$ cat src/rtl/iot_fleet_monitor.sv
// iot_fleet_monitor: N_CH up/down device counters with sticky flags,
// a registered fleet total and a hysteresis alarm on that total.
module iot_fleet_monitor #(
    parameter int WIDTH    = 8,
    parameter int N_CH     = 4,
    parameter bit SATURATE = 1'b0,
    parameter int TW       = (N_CH > 1) ? WIDTH + $clog2(N_CH) : WIDTH
) (
    input  logic                    clk,
    input  logic                    rst,
    input  logic [N_CH-1:0]         change,
    input  logic [N_CH-1:0]         on_off,
    input  logic                    clr,
    input  logic                    flag_clr,
    input  logic [TW-1:0]           hi_thr,
    input  logic [TW-1:0]           lo_thr,
    output logic [N_CH*WIDTH-1:0]   counter_out,
    output logic [N_CH-1:0]         ovf,
    output logic [N_CH-1:0]         unf,
    output logic [TW-1:0]           total,
    output logic                    alarm
);

    localparam logic [WIDTH-1:0] CMAX = '1;
    localparam logic [WIDTH-1:0] CMIN = '0;

    logic [WIDTH-1:0] cnt     [N_CH];
    logic [WIDTH-1:0] cnt_nxt [N_CH];
    logic [N_CH-1:0]  inc_hit;
    logic [N_CH-1:0]  dec_hit;
    logic [TW-1:0]    sum;
    logic             set_hit;
    logic             rel_hit;

    // A clr cycle suppresses both the count update and any flag set.
    always_comb begin
        for (int i = 0; i < N_CH; i++) begin
            cnt_nxt[i] = cnt[i];
            inc_hit[i] = 1'b0;
            dec_hit[i] = 1'b0;
            if (clr) begin
                cnt_nxt[i] = '0;
            end else if (!change[i]) begin
                cnt_nxt[i] = cnt[i];
            end else if (on_off[i]) begin
                inc_hit[i] = (cnt[i] == CMAX);
                if (inc_hit[i] && SATURATE)
                    cnt_nxt[i] = CMAX;
                else
                    cnt_nxt[i] = cnt[i] + WIDTH'(1);
            end else begin
                dec_hit[i] = (cnt[i] == CMIN);
                if (dec_hit[i] && SATURATE)
                    cnt_nxt[i] = CMIN;
                else
                    cnt_nxt[i] = cnt[i] - WIDTH'(1);
            end
        end
    end

    always_comb begin
        sum = '0;
        for (int i = 0; i < N_CH; i++)
            sum = sum + TW'(cnt[i]);
    end

    always_comb begin
        for (int i = 0; i < N_CH; i++)
            counter_out[i*WIDTH +: WIDTH] = cnt[i];
    end

    assign set_hit = (total >= hi_thr);
    assign rel_hit = (total <= lo_thr);

    always_ff @(posedge clk or posedge rst) begin
        if (rst) begin
            for (int i = 0; i < N_CH; i++)
                cnt[i] <= '0;
            ovf   <= '0;
            unf   <= '0;
            total <= '0;
            alarm <= 1'b0;
        end else begin
            for (int i = 0; i < N_CH; i++)
                cnt[i] <= cnt_nxt[i];
            // A new set in the same cycle as flag_clr survives.
            ovf   <= (flag_clr ? '0 : ovf) | inc_hit;
            unf   <= (flag_clr ? '0 : unf) | dec_hit;
            total <= clr ? '0 : sum;
            if (clr)
                alarm <= 1'b0;
            else if (set_hit)
                alarm <= 1'b1;
            else if (rel_hit)
                alarm <= 1'b0;
        end
    end

endmodule

$ cat config.mk
export PLATFORM = sky130hd
export DESIGN_NAME = iot_fleet_monitor
export DESIGN_NICKNAME = d
export VERILOG_FILES = /design/src/rtl/iot_fleet_monitor.sv
export SDC_FILE = /design/constraint.sdc
export NUM_CORES = 1
export LEC_CHECK = 0
export ABC_AREA = 1
export BUFFER_PORTS_ARGS = -buffer_cell sky130_fd_sc_hd__buf_2
export CAP_MARGIN = 10
export CORE_MARGIN = 3
export CORE_UTILIZATION = 45
export CTS_BUF_LIST = sky130_fd_sc_hd__clkbuf_4
export CTS_CLUSTER_DIAMETER = 120
export DETAILED_ROUTE_END_ITERATION = 8
export GPL_ROUTABILITY_DRIVEN = 0
export PLACE_DENSITY = 0.67
export SETUP_SLACK_MARGIN = 0.1
export SLEW_MARGIN = 10
export SYNTH_ARGS = -nofsm -noshare
export SYNTH_HDL_FRONTEND = slang
export SYNTH_SLANG_ARGS = --single-unit
$ cat constraint.sdc
create_clock -name clk -period 2.75 [get_ports clk]
set_input_delay 0.275 -clock clk [delete_from_list [all_inputs] [get_ports clk]]
set_output_delay 0.275 -clock clk [all_outputs]
set_load 0.02 [all_outputs]
Word-level counts from Yosys, hierarchy flattened
Index checks and enable logic that the tools add are counted.
{"block": "word_totals", "word_cells": 78, "output_inout_bits": 51, "in_bits": 32, "register_bits": 51}
{"block": "op_classes", "muxes": 42, "bitwise_logic": 2, "n_reduce_logical": 9, "order_cmp": 2, "addsub": 11, "n_eq_ne": 4}
{"cell": "8-bit two-way mux", "count": 12}
{"cell": "8-bit by 1-bit adder with 8-bit output, second input constant", "count": 4}
{"cell": "8-bit equality test, second input constant", "count": 4}
{"cell": "8-bit zero test", "count": 4}
{"cell": "8-bit by 1-bit subtractor with 8-bit output, second input constant", "count": 4}
{"cell": "1-bit two-way mux", "count": 27}
{"cell": "10-bit by 8-bit adder with 10-bit output", "count": 1}
{"cell": "9-bit by 8-bit adder with 10-bit output", "count": 1}
{"cell": "10-bit >= comparator", "count": 1}
{"cell": "10-bit <= comparator", "count": 1}
{"cell": "10-bit two-way mux", "count": 1}
{"cell": "8-bit by 8-bit adder with 9-bit output", "count": 1}
{"cell": "4-bit two-way mux", "count": 2}
{"cell": "4-bit OR", "count": 2}
{"cell": "2-bit nonzero test", "count": 4}
{"cell": "3-bit nonzero test", "count": 1}

Logic depth before layout (Yosys ltp)
Gate-level depths: netlist of the first run.
{"block": "depth", "ltp_word": 5, "mapped_depth": 14, "depth_no_buf": 14}

Least setup slack after synthesis of the first run
Ideal clock, no wire load.
{"block": "synth_timing", "kind": "reg2reg", "startpoint": "register cnt (netlist bit counter_out[1])", "endpoint": "register total[7]", "period_less_slack_ns": 2.725, "path_buffers": 0, "required_ns": 2.679, "slack_ns": 0.025, "arrival_ns": 2.654, "stages_incl_launch_ff": 12, "path_cell_list": "dfrtp_1 -> inv_1 -> fa_1 -> fa_1 -> inv_1 -> ha_1 -> fa_1 -> nand4_1 -> o211ai_1 -> nand2_1 -> nand2_1 -> nor2_1"}
{"block": "synth_between", "elab_chain_len": 4}
{"item": "start: declaration", "line": "27", "text": "logic [WIDTH-1:0] cnt [N_CH];"}
{"item": "start signal: indexed assignment", "line": "85", "text": "cnt[i] <= cnt_nxt[i];"}
{"item": "8-bit by 8-bit adder with 9-bit output", "line": "64", "text": "sum = sum + TW'(cnt[i]);"}
{"item": "9-bit by 8-bit adder with 10-bit output", "line": "64"}
{"item": "10-bit by 8-bit adder with 10-bit output", "line": "64"}
{"item": "10-bit two-way mux", "line": "89", "text": "total <= clr ? '0 : sum;"}
{"item": "end signal: assignment", "line": "89"}
{"item": "end: declaration", "line": "20", "text": "output logic [TW-1:0] total,"}
Every way passes these cells.
A chain may end at the register's enable or synchronous reset.

Worst setup path after layout of the first run
{"block": "layout_timing", "startpoint": "register cnt (netlist bit counter_out[1])", "endpoint": "register total[5]"}
Same word-level chain as after synthesis.

==> results.cfg, run 1 <==
[synth]
ys_types = 27
syn_nets = 682
avgSynthCellArea_sq_um = 7.67
synth_area_leader_cell = dfrtp_1
synth_warnings = 0
yosys.area.top_type_share_pct = 28.9
ys_ff_latch = 51
syn_inst = 577
synth_area_leaders = dfrtp_1 29%, ha_1 15%, inv_1 11%
syn-cell-area_sq_um = 4420
ys_seq_area_share_pct = 28.9

[power_and_ir_drop]
ir_drop_uv = 371
powerDensity_nw_per_um2 = 672
power.leakage_uw = 0.00311

[floorplan]
core_area_sq_um = 9420
io_pins = 83
die_w_um = 105
rows = 35
initial_utilization_pct = 47.0
die_area_sq_um = 11100
fp.dieH_um = 105

[sta]
final.period_utilization_pct = 94.9
min_period_ns = 2.61
skew_ns = 0.0178
timing.fmax_mhz = 383
drv_slew = 0
final-hold-violation-count = 0
setup_viol_count_final = 0
slew_headroom_pct = 65.5
tns_ns = 0
worst_pin_slew_ns = 0.517
rsz0062_at_grt = true

[drt]
vias = 4269
drt_iter0_markers = 218
postRouteAntennaNets = 0
drt_first_pass_iters = 8
viasPerCell = 5.16
wirelength_um = 11800
drc = 0
avgRoutedWirePerCell_um = 14.3

[cells_and_area]
most-common-layout-cells = 127 x nand2_1, 116 x inv_1, 82 x buf_2
layout-drive-gt1-share_pct = 22.2
antenna_cells = 0
final_common_cell = nand2_1
final_nets = 803
regArea_sq_um = 1280
multiInputGateArea_sq_um = 2720
area_growth_syn_to_layout_pct = 22.0
fin_area_sq_um = 5390
fillers = 850

[setup_path]
required_ns = 3.01
worst-setup-path-type = flop to flop
worst_setup_path_end_kind = flop
cp_max_fo = 3
start_kind = flop
rr_worst_depth = 10
critPathArrivalTime_ns = 2.87

[clock_tree]
cts.sinks = 51
cts-root-buf = clkbuf_4
cts_tree = built
clock_latency_ns = 0.38
clk_pin_slew_ns = 0.16
numCtsBuffers = 5
clock_path_buffers = 2
htree_levels = 2

[grt]
grt_start_max_net_pins = 20
gr-total-overflow = 0
grt_pass1_vias = 4134
track_usage_pct = 21.6
antenna_found_initial = 0
grt_pass1_wl_um = 19600

[run]
drv_cap = 0

[min_path]
hold_path_class = input pin to flop
holdPathStages = 4

[placement]
post-dp-hpwl_um = 9340
portBuffers = 82
dpl-instance-area_sq_um = 5110

[run_status]
status = complete, no violations
power breakdown:
group          internal, uW  switching, uW  leakage (uW)
Clock                   187            242     0.0000426
Sequential              882            120      0.000670
Combinational           887           1310       0.00240
Total                  1960           1670       0.00311
final timing paths:
path	slack (ns)	end	startpoint
min	0.17	counter_out[31]	change[3]
max reg2reg	0.14	total[5]	counter_out[1]
min in group asynchronous	0.41	counter_out[9]	rst
min reg2reg	0.50	ovf[2]	ovf[2]
max in group asynchronous	1.73	counter_out[17]	rst
max	0.14	total[5]	counter_out[1]
area by class of cell:
cell class | count | share of cell area, %
Clock buffer | 5 | 0.696
Clock inverter | 3 | 0.719
Inverter | 129 | 8.98
Multi-Input combinational cell | 395 | 50.5
Sequential cell | 51 | 23.8
Tap cell | 129 | 2.99
Timing Repair Buffer | 116 | 12.4
sequential cells by signal (all words and copies together), names as in the netlist:
name and cells:
ovf 4, total 10, counter_out 32, alarm 1, unf 4
through the flow:
| stage | worst slack [ns] | instances | hold slack [ns] | utilization (%) | total power [uW] |
|---|---|---|---|---|---|
| 6_report | 0.139 | 828 | 0.175 | 57.3 | 3630 |
| 5_1_grt | -0.00956 | 828 | 0.170 | 57.3 | 3990 |
| 4_1_cts | 0.106 | 817 | 0.156 | 55.8 | 3470 |
| 3_5_place_dp | 0.0628 | 803 | 0.295 | 54.3 | 2960 |
| 3_3_place_gp | 0.0949 | 803 | 0.297 | 54.3 | 2920 |
| 2_1_floorplan | 0.102 | 577 | 0.423 | - | 2400 |
repair_timing:
| action | CTS | global route |
|---|---|---|
| hold buffers | 1 | 0 |
| pin swaps | 2 | 8 |
| hold endpoints to repair | 14 | 0 |
| buffers inserted | 5 | 11 |
| gates resized for setup | 6 | 19 |
| endpoints found under the setup margin | 5 | 6 |
per-layer routing:
layer  vias up  part of all wire [%]  GRT usage, %  wire length (um)
met3        18                   6.0          3.89               712
met5         -                     0             0                 0
met1      1981                    44          28.1              5200
met4         0                   2.0          5.53               233
li1       2127                     -             -                 -
met2       143                    48          37.1              5680
kinds of logic (layout without fill, tap and decap cells):
group	after synthesis	in the layout	synth area share, %
adders and majority gates	73	73	24.0
AOI/OAI and AO/OA	85	85	11.7
xor gates and xnor gates	9	9	1.78
DFF	51	51	28.9
buffers and inverters	131	253	11.2
and+or+nand+nor	228	228	22.4
worst max-delay path, cell delays in order, from the launching register on:
cell	delay, ns
dfrtp_2	0.39
inv_1	0.07
fa_1	0.50
fa_1	0.49
inv_1	0.04
ha_2	0.17
fa_2	0.36
nand3_1	0.11
nand2_1	0.09
o21ai_0	0.19
a21oi_1	0.08
synthesized netlist by cell type, drive strengths merged:
cell / instances
a21oi: 27
buf: 2
nand3: 36
a21boi: 3
dfrtp: 51
o21bai: 5
inv: 129
nor2: 34
xor2: 7
ha: 53
o22ai: 20
o21ai: 17
nor4: 2
xnor2: 2
o41ai: 6
o21a: 3
fa: 20
a21o: 3
nor3: 4
nand4: 19
and2: 1
nand2: 127
o211ai: 1
nand3b: 5
Power figures use the tool's default switching activity.
==> run 2: changes to the inputs <==
Settings changed: CORE_UTILIZATION 45 to 58, PLACE_DENSITY 0.67 to 0.83.
==> results.cfg, run 2 (synthesis gave the netlist of run 1 again) <==
[sta]
skew_ns = 0.0151
final.setup.worst_slack_ns = 0.0248
timing.fmax_mhz = 367
rsz0062_at_grt = true
drv_slew = 0
min_period_ns = 2.73
final.period_utilization_pct = 99.1
worst_pin_slew_ns = 0.499
final-hold-violation-count = 0
slew_headroom_pct = 66.7
setup_viol_count_final = 0

[drt]
drt_first_pass_iters = 5
postRouteAntennaNets = 0
drt_iter0_markers = 360
viasPerCell = 5.68
wirelength_um = 12500
avgRoutedWirePerCell_um = 15.6
vias = 4524
drc = 0

[setup_path]
rr_worst_depth = 11
cp_cell_sequence = inv_1 > fa_1 > fa_1 > inv_1 > ha_2 > fa_2 > buf_4 > nand3_1 > nand2_1 > o21ai_0 > a21oi_1
rr_endpoint = total[5]
rrSetupSlack_ns = 0.02
max_stage_delay_ns = 0.50
cp_max_fo = 3
required_ns = 3.02
critPathArrivalTime_ns = 3.00
slowest_stage = fa_1
worst-setup-path-type = flop to flop
start_kind = flop
r2r-start = counter_out[1]
worst_setup_path_end_kind = flop

[power_and_ir_drop]
ir_drop_uv = 374
power.leakage_uw = 0.00309
finalPower_uw = 3740
powerDensity_nw_per_um2 = 701

[cells_and_area]
regArea_sq_um = 1280
largest_reg_flops = 32
antenna_cells = 0
most-common-layout-cells = 126 x nand2_1, 109 x inv_1, 82 x buf_2
fin_area_sq_um = 5340
area_growth_syn_to_layout_pct = 20.7
final_nets = 802
layout-drive-gt1-share_pct = 23.2
final_common_cell = nand2_1
multiInputGateArea_sq_um = 2730
fillers = 541

[grt]
grt_pass1_wl_um = 19400
grt_use_met3_pct = 4.99
gr-total-overflow = 0
use_met2_pct = 48.1
grt_pass1_vias = 4315
grtUsageMet1_pct = 34.2
busiest_layer = met2
antenna_found_initial = 0
grt_start_max_net_pins = 20
track_usage_pct = 27.7

[floorplan]
initial_utilization_pct = 60.3
die_area_sq_um = 8710
rows = 31
core_area_sq_um = 7330
io_pins = 83
fp.dieH_um = 93.3
die_w_um = 93.3

[placement]
dpl-instance-area_sq_um = 5010
portBuffers = 82
post-dp-hpwl_um = 9320
place_ws_ns = 0.0563

[run_status]
status = complete, no violations

[min_path]
min_to = counter_out[31]
min_from = change[3]
holdPathStages = 4
hold_path_class = input pin to flop

[clock_tree]
clock_latency_ns = 0.39
cts-root-buf = clkbuf_4
clk_pin_slew_ns = 0.16
numCtsBuffers = 5
cts.sinks = 51
cts_tree = built
clock_path_buffers = 2
htree_levels = 2

[run]
drv_cap = 0
[run 2: power by group]
group	internal, uW	switching, uW	leakage [uW]
Sequential	882	134	0.000671
Combinational	976	1390	0.00239
Clock	109	252	0.0000317
[run 2: area by class of cell]
cell class	instances	area share [%]
clock buffer	6	0.844
clock inverter	2	0.234
inverter	129	9.07
multi-input combinational	395	51.1
sequential	51	24.0
tap	99	2.32
timing repair buffer	115	12.4
[run 2: critical path: cells and delay by family (launching register included)]
kind,cells,cell delay [ns]
and+or+nand+nor,2,0.14
AOI/OAI and AO/OA,2,0.26
adders and majority gates,4,1.55
DFF,1,0.39
buffers and inverters,3,0.27
[run 2: worst max path at each step]
| stage | startpoint | to |
|---|---|---|
| global placement | counter_out[1] | total[7] |
| floorplan | counter_out[9] | total[7] |
| CTS | counter_out[17] | total[7] |
| finish | counter_out[1] | total[5] |
| detailed placement | counter_out[1] | total[7] |
| global route | counter_out[18] | total[8] |
[run 2: stage by stage]
stage	TNS (ns)	util, %	hold WS [ns]	instances
floorplan	0	-	0.423	577
global placement	0	68.3	0.267	764
detailed placement	0	68.3	0.269	764
CTS	0	70.0	0.161	778
global route	-0.0502	72.8	0.162	797
finish	0	72.8	0.153	797
[run 2: repair_timing]
action | in CTS | in global routing
hold buffers | 1 | 0
resized for setup | 5 | 28
endpoints found under the setup margin | 5 | 6
buffers inserted | 5 | 19
pin swaps | 3 | 21
hold endpoints to repair | 14 | 0
[run 2: layer usage]
layer | part of all wire (%) | wire [um]
met1 | 39 | 4900
met4 | 2.7 | 335
met5 | 0 | 0
met3 | 7.4 | 929
met2 | 51 | 6300
